$ cat src/rtl/pipeline_ctrl_if.sv
// Hazard-to-pipeline control bundle: hazard/execute inputs, fetch PC,
// stage valid bits, pipeline-register strobes and performance counters.
interface pipeline_ctrl_if #(
    parameter int XLEN  = 64,
    parameter int CNT_W = 32
);
    logic             stall_fetch;
    logic             stall_decode;
    logic             flush_execute;
    logic             taken_branch;
    logic [XLEN-1:0]  branch_target;
    logic             dmem_busy;

    logic [XLEN-1:0]  pc_fetch;
    logic             en_if_id;
    logic             clr_if_id;
    logic             en_id_ex;
    logic             clr_id_ex;
    logic             en_ex_mem;
    logic             en_mem_wb;
    logic             valid_decode;
    logic             valid_execute;
    logic             valid_mem;
    logic             valid_wb;
    logic [CNT_W-1:0] stall_cnt;
    logic [CNT_W-1:0] flush_cnt;
    logic [CNT_W-1:0] retire_cnt;

    // Hazard unit / execute side: drives requests, observes control outputs.
    modport master (
        output stall_fetch, stall_decode, flush_execute, taken_branch,
               branch_target, dmem_busy,
        input  pc_fetch, en_if_id, clr_if_id, en_id_ex, clr_id_ex,
               en_ex_mem, en_mem_wb, valid_decode, valid_execute,
               valid_mem, valid_wb, stall_cnt, flush_cnt, retire_cnt
    );

    // Pipeline controller side.
    modport slave (
        input  stall_fetch, stall_decode, flush_execute, taken_branch,
               branch_target, dmem_busy,
        output pc_fetch, en_if_id, clr_if_id, en_id_ex, clr_id_ex,
               en_ex_mem, en_mem_wb, valid_decode, valid_execute,
               valid_mem, valid_wb, stall_cnt, flush_cnt, retire_cnt
    );
endinterface

$ cat src/rtl/pipeline_ctrl.sv
// Pipeline controller for a 5-stage RV64 pipe: owns the fetch PC, stage valid
// bits, pipeline-register enable/clear strobes and saturating perf counters.
module pipeline_ctrl #(
    parameter int              XLEN     = 64,
    parameter logic [XLEN-1:0] RESET_PC = '0,
    parameter int              CNT_W    = 32
) (
    input  logic          clk,
    input  logic          rst_n,
    pipeline_ctrl_if.slave bus
);

    localparam logic [XLEN-1:0]  RESET_PC_AL = {RESET_PC[XLEN-1:2], 2'b00};
    localparam logic [CNT_W-1:0] CNT_MAX     = {CNT_W{1'b1}};

    typedef enum logic [1:0] {
        ACT_NORMAL   = 2'd0,
        ACT_STALL    = 2'd1,
        ACT_REDIRECT = 2'd2,
        ACT_FREEZE   = 2'd3
    } action_t;

    logic [XLEN-1:0]  pc_q;
    logic             valid_decode_q;
    logic             valid_execute_q;
    logic             valid_mem_q;
    logic             valid_wb_q;
    logic [CNT_W-1:0] stall_cnt_q;
    logic [CNT_W-1:0] flush_cnt_q;
    logic [CNT_W-1:0] retire_cnt_q;

    logic    frz;
    logic    redir;
    logic    stl;
    action_t act;

    logic en_if_id;
    logic clr_if_id;
    logic en_id_ex;
    logic clr_id_ex;
    logic en_ex_mem;
    logic en_mem_wb;

    function automatic logic [CNT_W-1:0] sat_inc(input logic [CNT_W-1:0] v);
        return (v == CNT_MAX) ? v : v + CNT_W'(1);
    endfunction

    // A taken branch only counts when execute actually holds an instruction;
    // flush_execute without a redirect degrades to a stall so decode survives.
    always_comb begin
        frz   = bus.dmem_busy;
        redir = bus.taken_branch & valid_execute_q;
        stl   = (bus.stall_fetch | bus.stall_decode | bus.flush_execute) & ~redir;

        act = ACT_NORMAL;
        if (frz)        act = ACT_FREEZE;
        else if (redir) act = ACT_REDIRECT;
        else if (stl)   act = ACT_STALL;
    end

    // Strobe contract: en_* loads the pipeline register on the same rising
    // edge; clr_* overrides the load with a bubble. Both are combinational.
    always_comb begin
        en_if_id  = 1'b1;
        clr_if_id = 1'b0;
        en_id_ex  = 1'b1;
        clr_id_ex = 1'b0;
        en_ex_mem = 1'b1;
        en_mem_wb = 1'b1;
        unique case (act)
            ACT_FREEZE: begin
                en_if_id  = 1'b0;
                en_id_ex  = 1'b0;
                en_ex_mem = 1'b0;
                en_mem_wb = 1'b0;
            end
            ACT_REDIRECT: begin
                clr_if_id = 1'b1;
                clr_id_ex = 1'b1;
            end
            ACT_STALL: begin
                en_if_id  = 1'b0;
                clr_id_ex = 1'b1;
            end
            default: ;
        endcase
    end

    always_ff @(posedge clk or negedge rst_n) begin
        if (!rst_n) begin
            pc_q            <= RESET_PC_AL;
            valid_decode_q  <= 1'b0;
            valid_execute_q <= 1'b0;
            valid_mem_q     <= 1'b0;
            valid_wb_q      <= 1'b0;
        end else begin
            unique case (act)
                ACT_FREEZE: ;
                ACT_REDIRECT: begin
                    pc_q            <= {bus.branch_target[XLEN-1:2], 2'b00};
                    valid_decode_q  <= 1'b0;
                    valid_execute_q <= 1'b0;
                    valid_mem_q     <= valid_execute_q;
                    valid_wb_q      <= valid_mem_q;
                end
                ACT_STALL: begin
                    valid_execute_q <= 1'b0;
                    valid_mem_q     <= valid_execute_q;
                    valid_wb_q      <= valid_mem_q;
                end
                default: begin
                    pc_q            <= pc_q + XLEN'(4);
                    valid_decode_q  <= 1'b1;
                    valid_execute_q <= valid_decode_q;
                    valid_mem_q     <= valid_execute_q;
                    valid_wb_q      <= valid_mem_q;
                end
            endcase
        end
    end

    always_ff @(posedge clk or negedge rst_n) begin
        if (!rst_n) begin
            stall_cnt_q  <= '0;
            flush_cnt_q  <= '0;
            retire_cnt_q <= '0;
        end else begin
            if (act != ACT_FREEZE && valid_wb_q)
                retire_cnt_q <= sat_inc(retire_cnt_q);
            if (act == ACT_STALL)
                stall_cnt_q <= sat_inc(stall_cnt_q);
            if (act == ACT_REDIRECT)
                flush_cnt_q <= sat_inc(flush_cnt_q);
        end
    end

    assign bus.pc_fetch      = pc_q;
    assign bus.en_if_id      = en_if_id;
    assign bus.clr_if_id     = clr_if_id;
    assign bus.en_id_ex      = en_id_ex;
    assign bus.clr_id_ex     = clr_id_ex;
    assign bus.en_ex_mem     = en_ex_mem;
    assign bus.en_mem_wb     = en_mem_wb;
    assign bus.valid_decode  = valid_decode_q;
    assign bus.valid_execute = valid_execute_q;
    assign bus.valid_mem     = valid_mem_q;
    assign bus.valid_wb      = valid_wb_q;
    assign bus.stall_cnt     = stall_cnt_q;
    assign bus.flush_cnt     = flush_cnt_q;
    assign bus.retire_cnt    = retire_cnt_q;

endmodule

$ cat src/flat_wrapper.sv
// flat-port wrapper written by rule: the top's interface ports become plain ports
module pipeline_ctrl_flat 
#(
    parameter int              XLEN     = 64,
    parameter logic [XLEN-1:0] RESET_PC = '0,
    parameter int              CNT_W    = 32
)
  (clk, rst_n, bus_stall_fetch, bus_stall_decode, bus_flush_execute, bus_taken_branch, bus_branch_target, bus_dmem_busy, bus_pc_fetch, bus_en_if_id, bus_clr_if_id, bus_en_id_ex, bus_clr_id_ex, bus_en_ex_mem, bus_en_mem_wb, bus_valid_decode, bus_valid_execute, bus_valid_mem, bus_valid_wb, bus_stall_cnt, bus_flush_cnt, bus_retire_cnt);
  pipeline_ctrl_if #(.XLEN(XLEN), .CNT_W(CNT_W)) bus_i ();
  input  logic clk;
  input  logic rst_n;
  input wire logic [$bits(bus_i.stall_fetch)-1:0] bus_stall_fetch;
  input wire logic [$bits(bus_i.stall_decode)-1:0] bus_stall_decode;
  input wire logic [$bits(bus_i.flush_execute)-1:0] bus_flush_execute;
  input wire logic [$bits(bus_i.taken_branch)-1:0] bus_taken_branch;
  input wire logic [$bits(bus_i.branch_target)-1:0] bus_branch_target;
  input wire logic [$bits(bus_i.dmem_busy)-1:0] bus_dmem_busy;
  output wire logic [$bits(bus_i.pc_fetch)-1:0] bus_pc_fetch;
  output wire logic [$bits(bus_i.en_if_id)-1:0] bus_en_if_id;
  output wire logic [$bits(bus_i.clr_if_id)-1:0] bus_clr_if_id;
  output wire logic [$bits(bus_i.en_id_ex)-1:0] bus_en_id_ex;
  output wire logic [$bits(bus_i.clr_id_ex)-1:0] bus_clr_id_ex;
  output wire logic [$bits(bus_i.en_ex_mem)-1:0] bus_en_ex_mem;
  output wire logic [$bits(bus_i.en_mem_wb)-1:0] bus_en_mem_wb;
  output wire logic [$bits(bus_i.valid_decode)-1:0] bus_valid_decode;
  output wire logic [$bits(bus_i.valid_execute)-1:0] bus_valid_execute;
  output wire logic [$bits(bus_i.valid_mem)-1:0] bus_valid_mem;
  output wire logic [$bits(bus_i.valid_wb)-1:0] bus_valid_wb;
  output wire logic [$bits(bus_i.stall_cnt)-1:0] bus_stall_cnt;
  output wire logic [$bits(bus_i.flush_cnt)-1:0] bus_flush_cnt;
  output wire logic [$bits(bus_i.retire_cnt)-1:0] bus_retire_cnt;
  assign bus_i.stall_fetch = bus_stall_fetch;
  assign bus_i.stall_decode = bus_stall_decode;
  assign bus_i.flush_execute = bus_flush_execute;
  assign bus_i.taken_branch = bus_taken_branch;
  assign bus_i.branch_target = bus_branch_target;
  assign bus_i.dmem_busy = bus_dmem_busy;
  assign bus_pc_fetch = bus_i.pc_fetch;
  assign bus_en_if_id = bus_i.en_if_id;
  assign bus_clr_if_id = bus_i.clr_if_id;
  assign bus_en_id_ex = bus_i.en_id_ex;
  assign bus_clr_id_ex = bus_i.clr_id_ex;
  assign bus_en_ex_mem = bus_i.en_ex_mem;
  assign bus_en_mem_wb = bus_i.en_mem_wb;
  assign bus_valid_decode = bus_i.valid_decode;
  assign bus_valid_execute = bus_i.valid_execute;
  assign bus_valid_mem = bus_i.valid_mem;
  assign bus_valid_wb = bus_i.valid_wb;
  assign bus_stall_cnt = bus_i.stall_cnt;
  assign bus_flush_cnt = bus_i.flush_cnt;
  assign bus_retire_cnt = bus_i.retire_cnt;
  pipeline_ctrl #(.XLEN(XLEN), .RESET_PC(RESET_PC), .CNT_W(CNT_W)) u_core (.clk(clk), .rst_n(rst_n), .bus(bus_i));
endmodule
$ cat config.mk
export PLATFORM = sky130hd
export DESIGN_NAME = pipeline_ctrl_flat
export DESIGN_NICKNAME = d
export VERILOG_FILES = /design/src/rtl/pipeline_ctrl_if.sv /design/src/rtl/pipeline_ctrl.sv /design/src/flat_wrapper.sv
export SDC_FILE = /design/constraint.sdc
export NUM_CORES = 1
export LEC_CHECK = 0
export BUFFER_PORTS_ARGS = -buffer_cell sky130_fd_sc_hd__buf_4
export CORE_ASPECT_RATIO = 0.5
export CORE_MARGIN = 3
export CORE_UTILIZATION = 40
export DETAILED_ROUTE_END_ITERATION = 7
export GPL_TIMING_DRIVEN = 0
export PLACE_DENSITY = 0.69
export SLEW_MARGIN = 20
export SYNTH_ARGS = -nofsm -noshare
export SYNTH_HDL_FRONTEND = slang
export SYNTH_SLANG_ARGS = --single-unit
$ cat constraint.sdc
create_clock -name clk -period 2.5 [get_ports clk]
set_input_delay 0.375 -clock clk [delete_from_list [all_inputs] [get_ports clk]]
set_output_delay 0.375 -clock clk [all_outputs]
set_load 0.02 [all_outputs]
==> summary.md, run 1 <==
| Metric | Value |
|---|---|
| Worst setup SP type | flop |
| Wire length per cell | 20.0 um |
| All-Layer GR Usage | 24.8% |
| Synth warn | 0 |
| VDD IR max | 410 uV |
| Final non-filler cell total | approximately 1500 |
| Crit end category | flop |
| Worst setup margin | around 62 ps |
| Main area contributors after synthesis | dfrtp_1 47%, xnor2_1 7.8%, nand4_1 4.5% |
| Nets | ~1300 |
| CP startpoint | u_core.bus.pc_fetch[2] |
| Worst-path maximum fanout | 5 |
| Clk_skew | between 10 and 15 ps |
| Initial core utilization | 41.3% |
| Worst-path clk slew | roughly 70 ps |
| Post-placement cell area | 0.0107 sq mm |
| Routed Antenna Nets | 0 |
| Die Ht | 110 um |
| Via-to-Cell Ratio | roughly 5.7 |
| Period utilisation layout | a little over nine tenths |
| Post-Syn Area | about 0.0086 sq mm |
| First-pass GRT wire length | between 40 and 50 mm |
| Worst-skew pair later-pin latency | approximately 440 ps |
| Finished Cell Area | around 0.012 sq mm |
| DRC Markers | 0 |
| Pins Over Slew Limit | 0 |
| TritonCTS Sinks | ~160 |
| Finish-stage setup viols | 0 |
| DRT iter0 DRCs | roughly 740 |
| Register area share after synthesis | 47.2% |
| Antenna violations before repair | 0 |
| Ys async rst share | 100% |
| Avg Inst Size Synth | 9.36 sq um |
| I/O pin count | around 240 |
| H-tree depth | 4 |
| Cell with the most instances after synthesis | dfrtp_1 |
| Dpl ws | -348 ps |
| Worst EP arrival | roughly 2700 ps |
| Number of global-route vias before repair | roughly 8000 |
| TritonCTS clock tree | built |
| Critical path type | flop to flop |
| Post-synth EDFFs | 0 |
| Worst hold path class | input pin to flop |
| Leak | approximately 5 nW |
| Chip width | 213 um |
| FP Rows | 37 |
| Vias | 8398 |
| Layout Area Growth over Synthesis | 34.9% |
| Reg2reg start | u_core.bus.pc_fetch[2] |
| Rel. slew slack | between 30% and 40% |
| Area leader, netlist | dfrtp_1 |
| N_diodes | 0 |
| Mapped Cells | between 900 and 1000 |
| 1st-pass router iterations | 5 |
| Die Area | about 0.023 sq mm |
| WHS | about 150 ps |
| Yosys top cell area share | 47.2% |
| Power Density | between 700 and 800 mW/mm^2 |
| Synth Register Bits | 162 |
| Min Tclk post-route | approximately 2400 ps |
| TNS Setup | 0 ps |
| TritonCTS Buffers | 17 |
| IO buf count | 236 |
| Placed cells | 1428 |
| Final Hold Fails | 0 |
| Synth top cells by count | 162 x dfrtp_1, 100 x nor2_1, 97 x nand2_1 |
| F_max | roughly 400 MHz |
| Max Buffers Root-to-Sink | 2 |
| Outcome | finished, final reports clean |
| CTS Root Cell | clkbuf_16 |
| Share of layout cells above drive strength 1 | 27.8% |
| Largest net degree at the start of global routing | a little over 90 |
| Grt total ovfl | 0 |
| Routed wire length | slightly below 30 mm |
| Unique masters post-synth | 66 |
| DP Wirelength | between 20 and 25 mm |
| Maxcap violations | 0 |
| Slew @ Worst Pin | 991 ps |
| Worst Hold Launch | bus_branch_target[21] |
| Main synth FF type | dfrtp_1 |
| Core area | 0.0208 sq mm |
| CP required | 2790 ps |
| Gpl congestion | between 0.9 and 1 |
critical path, stage by stage, from the launching register on:
cell and delay [ps]:
dfrtp_2 420, ha_1 210, nand4_1 250, or4_4 550
or4_4 480, nor3_2 170, xnor2_1 150, o21ai_1 70
cell families after synthesis:
kind of cell | Yosys count | share of synthesized area, %
adder cells (fa/ha/maj) | 4 | 0.583
multiplexers | 15 | 1.85
AND/OR/NAND/NOR | 452 | 27.6
AO/OA/AOI/OAI | 118 | 8.38
other | 1 | 0.0437
buffers and inverters | 49 | 2.43
XOR/XNOR | 116 | 11.8
flip-flops | 162 | 47.2
cell type report:
| type | count | area, sq um |
|---|---|---|
| multi-input cells | 707 | 4420 |
| flip-flops and latches | 162 | 4060 |
| inverters | 14 | 52.6 |
| fillers | 1887 | 9210 |
| well taps | 273 | 342 |
| plain buffers | 34 | 180 |
| clock buffers | 21 | 480 |
| repair buffers | 245 | 1870 |
| clock inverters | 11 | 175 |
stage by stage:
step | total power [mW] | util [%]
floorplan | 4.65 | -
global placement | 5.74 | 51.5
detailed placement | 5.82 | 51.7
CTS | 8.74 | 55.0
global route | 9.12 | 55.7
finish | 8.71 | 55.7
power by group:
group	switching [mW]	internal [mW]	total [mW]	leakage, nW
registers	0.630	3.01	3.64	2.08
clock network	1.12	1.79	2.91	0.316
logic	1.21	0.957	2.16	2.72
total	2.96	5.76	8.71	5.11
layer usage:
metal	routed length, um	up-vias	global-route usage [%]
met5	0	-	0
met4	815	0	9.56
met3	1860	62	4.96
met2	13700	315	39.2
met1	13000	4203	33.9
li1	-	3818	-
final timing paths:
| path | to | slack, ps | cells past startpoint |
|---|---|---|---|
| worst max-delay path | u_core.bus.pc_fetch[28] | 60 | 7 |
| max in group asynchronous | u_core.bus.pc_fetch[18] | 1100 | 3 |
| worst max register to register | u_core.bus.pc_fetch[28] | 60 | 7 |
| min in group asynchronous | u_core.bus.flush_cnt[29] | 490 | 2 |
| worst min-delay path | u_core.bus.pc_fetch[21] | 150 | 3 |
| worst min register to register | u_core.bus.retire_cnt[30] | 500 | 1 |
cell usage in the layout (no fill, tap or decap), drive strengths merged, types with 5 or more instances in the layout:
master	netlist	layout
mux2i	8	8
mux2	7	7
inv	14	15
a21oi	36	36
and2	8	8
nor3	39	39
or3	10	10
and3	15	15
a22oi	6	6
nand4	64	64
o22ai	9	9
xnor2	76	76
nor4	21	21
nand3	59	59
nand2	97	97
clkbuf	23	43
xor2	40	40
and4	11	11
nor2	100	100
buf	12	256
a211oi	5	5
or4	6	6
o21ai	33	33
dfrtp	162	162
registers in the layout, summed over array words and instances (netlist names):
| register | flops |
|---|---|
| u_core.bus.valid_mem | 1 |
| u_core.bus.stall_cnt | 32 |
| u_core.bus.valid_wb | 1 |
| u_core.bus.valid_decode | 1 |
| u_core.bus.retire_cnt | 32 |
| u_core.bus.flush_cnt | 32 |
| u_core.bus.pc_fetch | 62 |
| u_core.bus.valid_execute | 1 |
timing repair:
action / in CTS / in global routing
hold endpoints to repair: 72 / 0
hold buffers: 1 / 0
buffers inserted: 0 / 7
pin swaps: 0 / 2
setup endpoints to repair: 9 / 57
gates resized for setup: 16 / 25
Power figures use the tool's default switching activity.
==> run 2: changes to the inputs <==
- clock period: 2.5 -> 2.9 ns (I/O delays scaled with it)
==> summary.md, run 2 (synthesis gave the netlist of run 1 again) <==
| Metric | Value |
|---|---|
| Core area | slightly above 0.02 sq mm |
| Die Area | ~0.023 sq mm |
| Outcome | finished, final reports clean |
| Rel. slew slack | 30.7% |
| DP Wirelength | 21.6 mm |
| Final non-filler cell total | 1460 |
| Max Buffers Root-to-Sink | 2 |
| Worst EP arrival | 2350 ps |
| Setup repair bufs after CTS | 0 |
| Worst-skew pair later-pin latency | 430 ps |
| Worst setup margin | 118 ps |
| Layout Area Growth over Synthesis | 32.9% |
| Net Sw Frac | ~34% |
| Max incr delay on CP | about 460 ps |
| Share of layout cells above drive strength 1 | around 26% |
| Initial core utilization | between 40% and 50% |
| Most frequent cells in the layout | 239 x buf_4, 162 x dfrtp_1, 99 x nor2_1 |
| Wire length per cell | ~20 um |
| Internal power | approximately 5 mW |
| Power Density | 657 mW/mm^2 |
| VDD IR max | 351 uV |
| Clk_skew | just under 8 ps |
| Antenna violations before repair | 0 |
| Gpl congestion | approximately 0.91 |
| Worst-path maximum fanout | 16 |
| Post-placement cell area | roughly 0.011 sq mm |
| Clk pwr share | about a third |
| Critical path type | flop to output port |
| CTS Root Cell | clkbuf_16 |
| Worst-path clk slew | around 70 ps |
| TritonCTS Sinks | approximately 160 |
| RSZ-0062 raised after global routing | no |
| WP buf/inv | 3 |
| FF-to-FF setup slack | between 200 and 250 ps |
| Routed Antenna Nets | 0 |
| Multi-input combinational cell area | 0.00433 sq mm |
| Die Ht | 110 um |
| FP Rows | 37 |
| Grt total ovfl | 0 |
| 1st-pass router iterations | 5 |
| Commonest non-fill, non-tap cell in the layout | buf_4 |
| TritonCTS Buffers | 17 |
| Slowest-stage cell, CP | nor2_2 |
| Finish-stage setup viols | 0 |
| Worst hold path class | input pin to flop |
| Nets | around 1200 |
| Crit path top cell by count | inv_1 |
| First-pass GRT wire length | 44.6 mm |
| Worst setup SP type | flop |
| Overall power | 7.49 mW |
| Crit-path leading delay family | buffers and inverters |
| Maxcap violations | 0 |
| TritonCTS clock tree | built |
| All-Layer GR Usage | between 20 and 25% |
| Routed wire length | between 20 and 30 mm |
| Placed cells | approximately 1400 |
| Period utilisation layout | between 90 and 100% |
| # fillers | roughly 1900 |
| DRT iter0 DRCs | 746 |
| DRC Markers | 0 |
| I/O pin count | roughly 240 |
| IO buf count | 236 |
| Number of global-route vias before repair | 7956 |
| CP cell instances | nand3b_1 > inv_1 > nor2_2 > inv_1 > buf_4 |
| Sw power | 2.54 mW |
| Max reg flops | 62 |
| Gate power share | between 20 and 25% |
| Finished Cell Area | 0.0114 sq mm |
| Crit end category | output port |
| Reg area | roughly 0.0041 sq mm |
| Largest net degree at the start of global routing | just over 90 |
| Slew @ Worst Pin | approximately 1000 ps |
| Vias | between 8000 and 9000 |
| Dpl ws | -67.8 ps |
| WHS | just over 200 ps |
| N_diodes | 0 |
| Leak | 5.04 nW |
| Min Tclk post-route | about 2800 ps |
| Via-to-Cell Ratio | 5.70 |
| Flop pwr share | 41.9% |
| H-tree depth | 4 |
| Chip width | 213 um |
| CP required | about 2500 ps |
| F_max | 359 MHz |
| Final Hold Fails | 0 |
| Pins Over Slew Limit | 0 |
## run 2: cell types whose count changed in the layout (fill, tap and decap cells not counted), moves of 3 or more
cell      before  now
clkbuf_1      15   19
dfrtp_2        3    0
nor4_2         6    2
clkbuf_4       6    0
buf_4        247  239
nor4_1        12   18
dfrtp_1      159  162
## run 2: path summary, 6_finish.rpt
| kind | end | start | depth (start not counted) |
|---|---|---|---|
| max | bus_en_if_id | u_core.bus.valid_execute | 5 |
| min | u_core.bus.pc_fetch[59] | bus_branch_target[59] | 3 |
| max reg2reg | u_core.bus.pc_fetch[52] | u_core.bus.pc_fetch[2] | 7 |
| min reg2reg | u_core.bus.flush_cnt[15] | u_core.bus.flush_cnt[15] | 1 |
| max in group asynchronous | u_core.bus.pc_fetch[18] | rst_n | 3 |
| min in group asynchronous | u_core.bus.flush_cnt[29] | rst_n | 2 |
## run 2: per-stage QoR
| stage | util, % | TNS (ps) |
|---|---|---|
| 6_report | 54.9 | 0 |
| 5_1_grt | 54.9 | 0 |
| 4_1_cts | 54.9 | 0 |
| 3_5_place_dp | 51.7 | -67.8 |
| 3_3_place_gp | 51.5 | -132 |
| 2_1_floorplan | - | 0 |
## run 2: routing by layer
layer / routed length, um / global-route usage, % / vias to the layer above
met2: 13500 / 39.2 / 334
met5: 0 / 0 / -
met4: 770 / 9.61 / 0
li1: - / - / 3805
met3: 1910 / 4.96 / 56
met1: 12800 / 33.7 / 4124
## run 2: what timing repair did
item,in CTS,in global routing
gates resized for setup,4,2
setup endpoints to repair,3,1
hold endpoints to repair,67,0
hold buffers,1,0
pin swaps,0,0
## run 2: worst reg2reg max path, stage by stage (launching register included)
cell,delay (ps)
dfrtp_1,460
ha_1,230
nand4_1,260
or4_4,530
nor4_1,410
nand4_1,210
a2111oi_0,360
nor3_1,90
## run 2: cell type report
| class | count | share of cell area [%] |
|---|---|---|
| inverter | 14 | 0.461 |
| multi-input combinational | 707 | 37.9 |
| clock buffer | 21 | 4.21 |
| timing repair buffer | 238 | 15.9 |
| buffer | 34 | 1.38 |
| clock inverter | 11 | 1.54 |
| sequential | 162 | 35.5 |
| tap | 273 | 2.99 |
## run 2: power by group through the flow
stage               sequential (mW)  clock, mW  combinational [mW]
finish                         3.14       2.50                1.85
global route                   3.19       2.64                1.99
CTS                            3.12       2.55                1.86
detailed placement             3.16          0                1.85
global placement               3.13          0                1.82
floorplan                      3.44          0               0.570
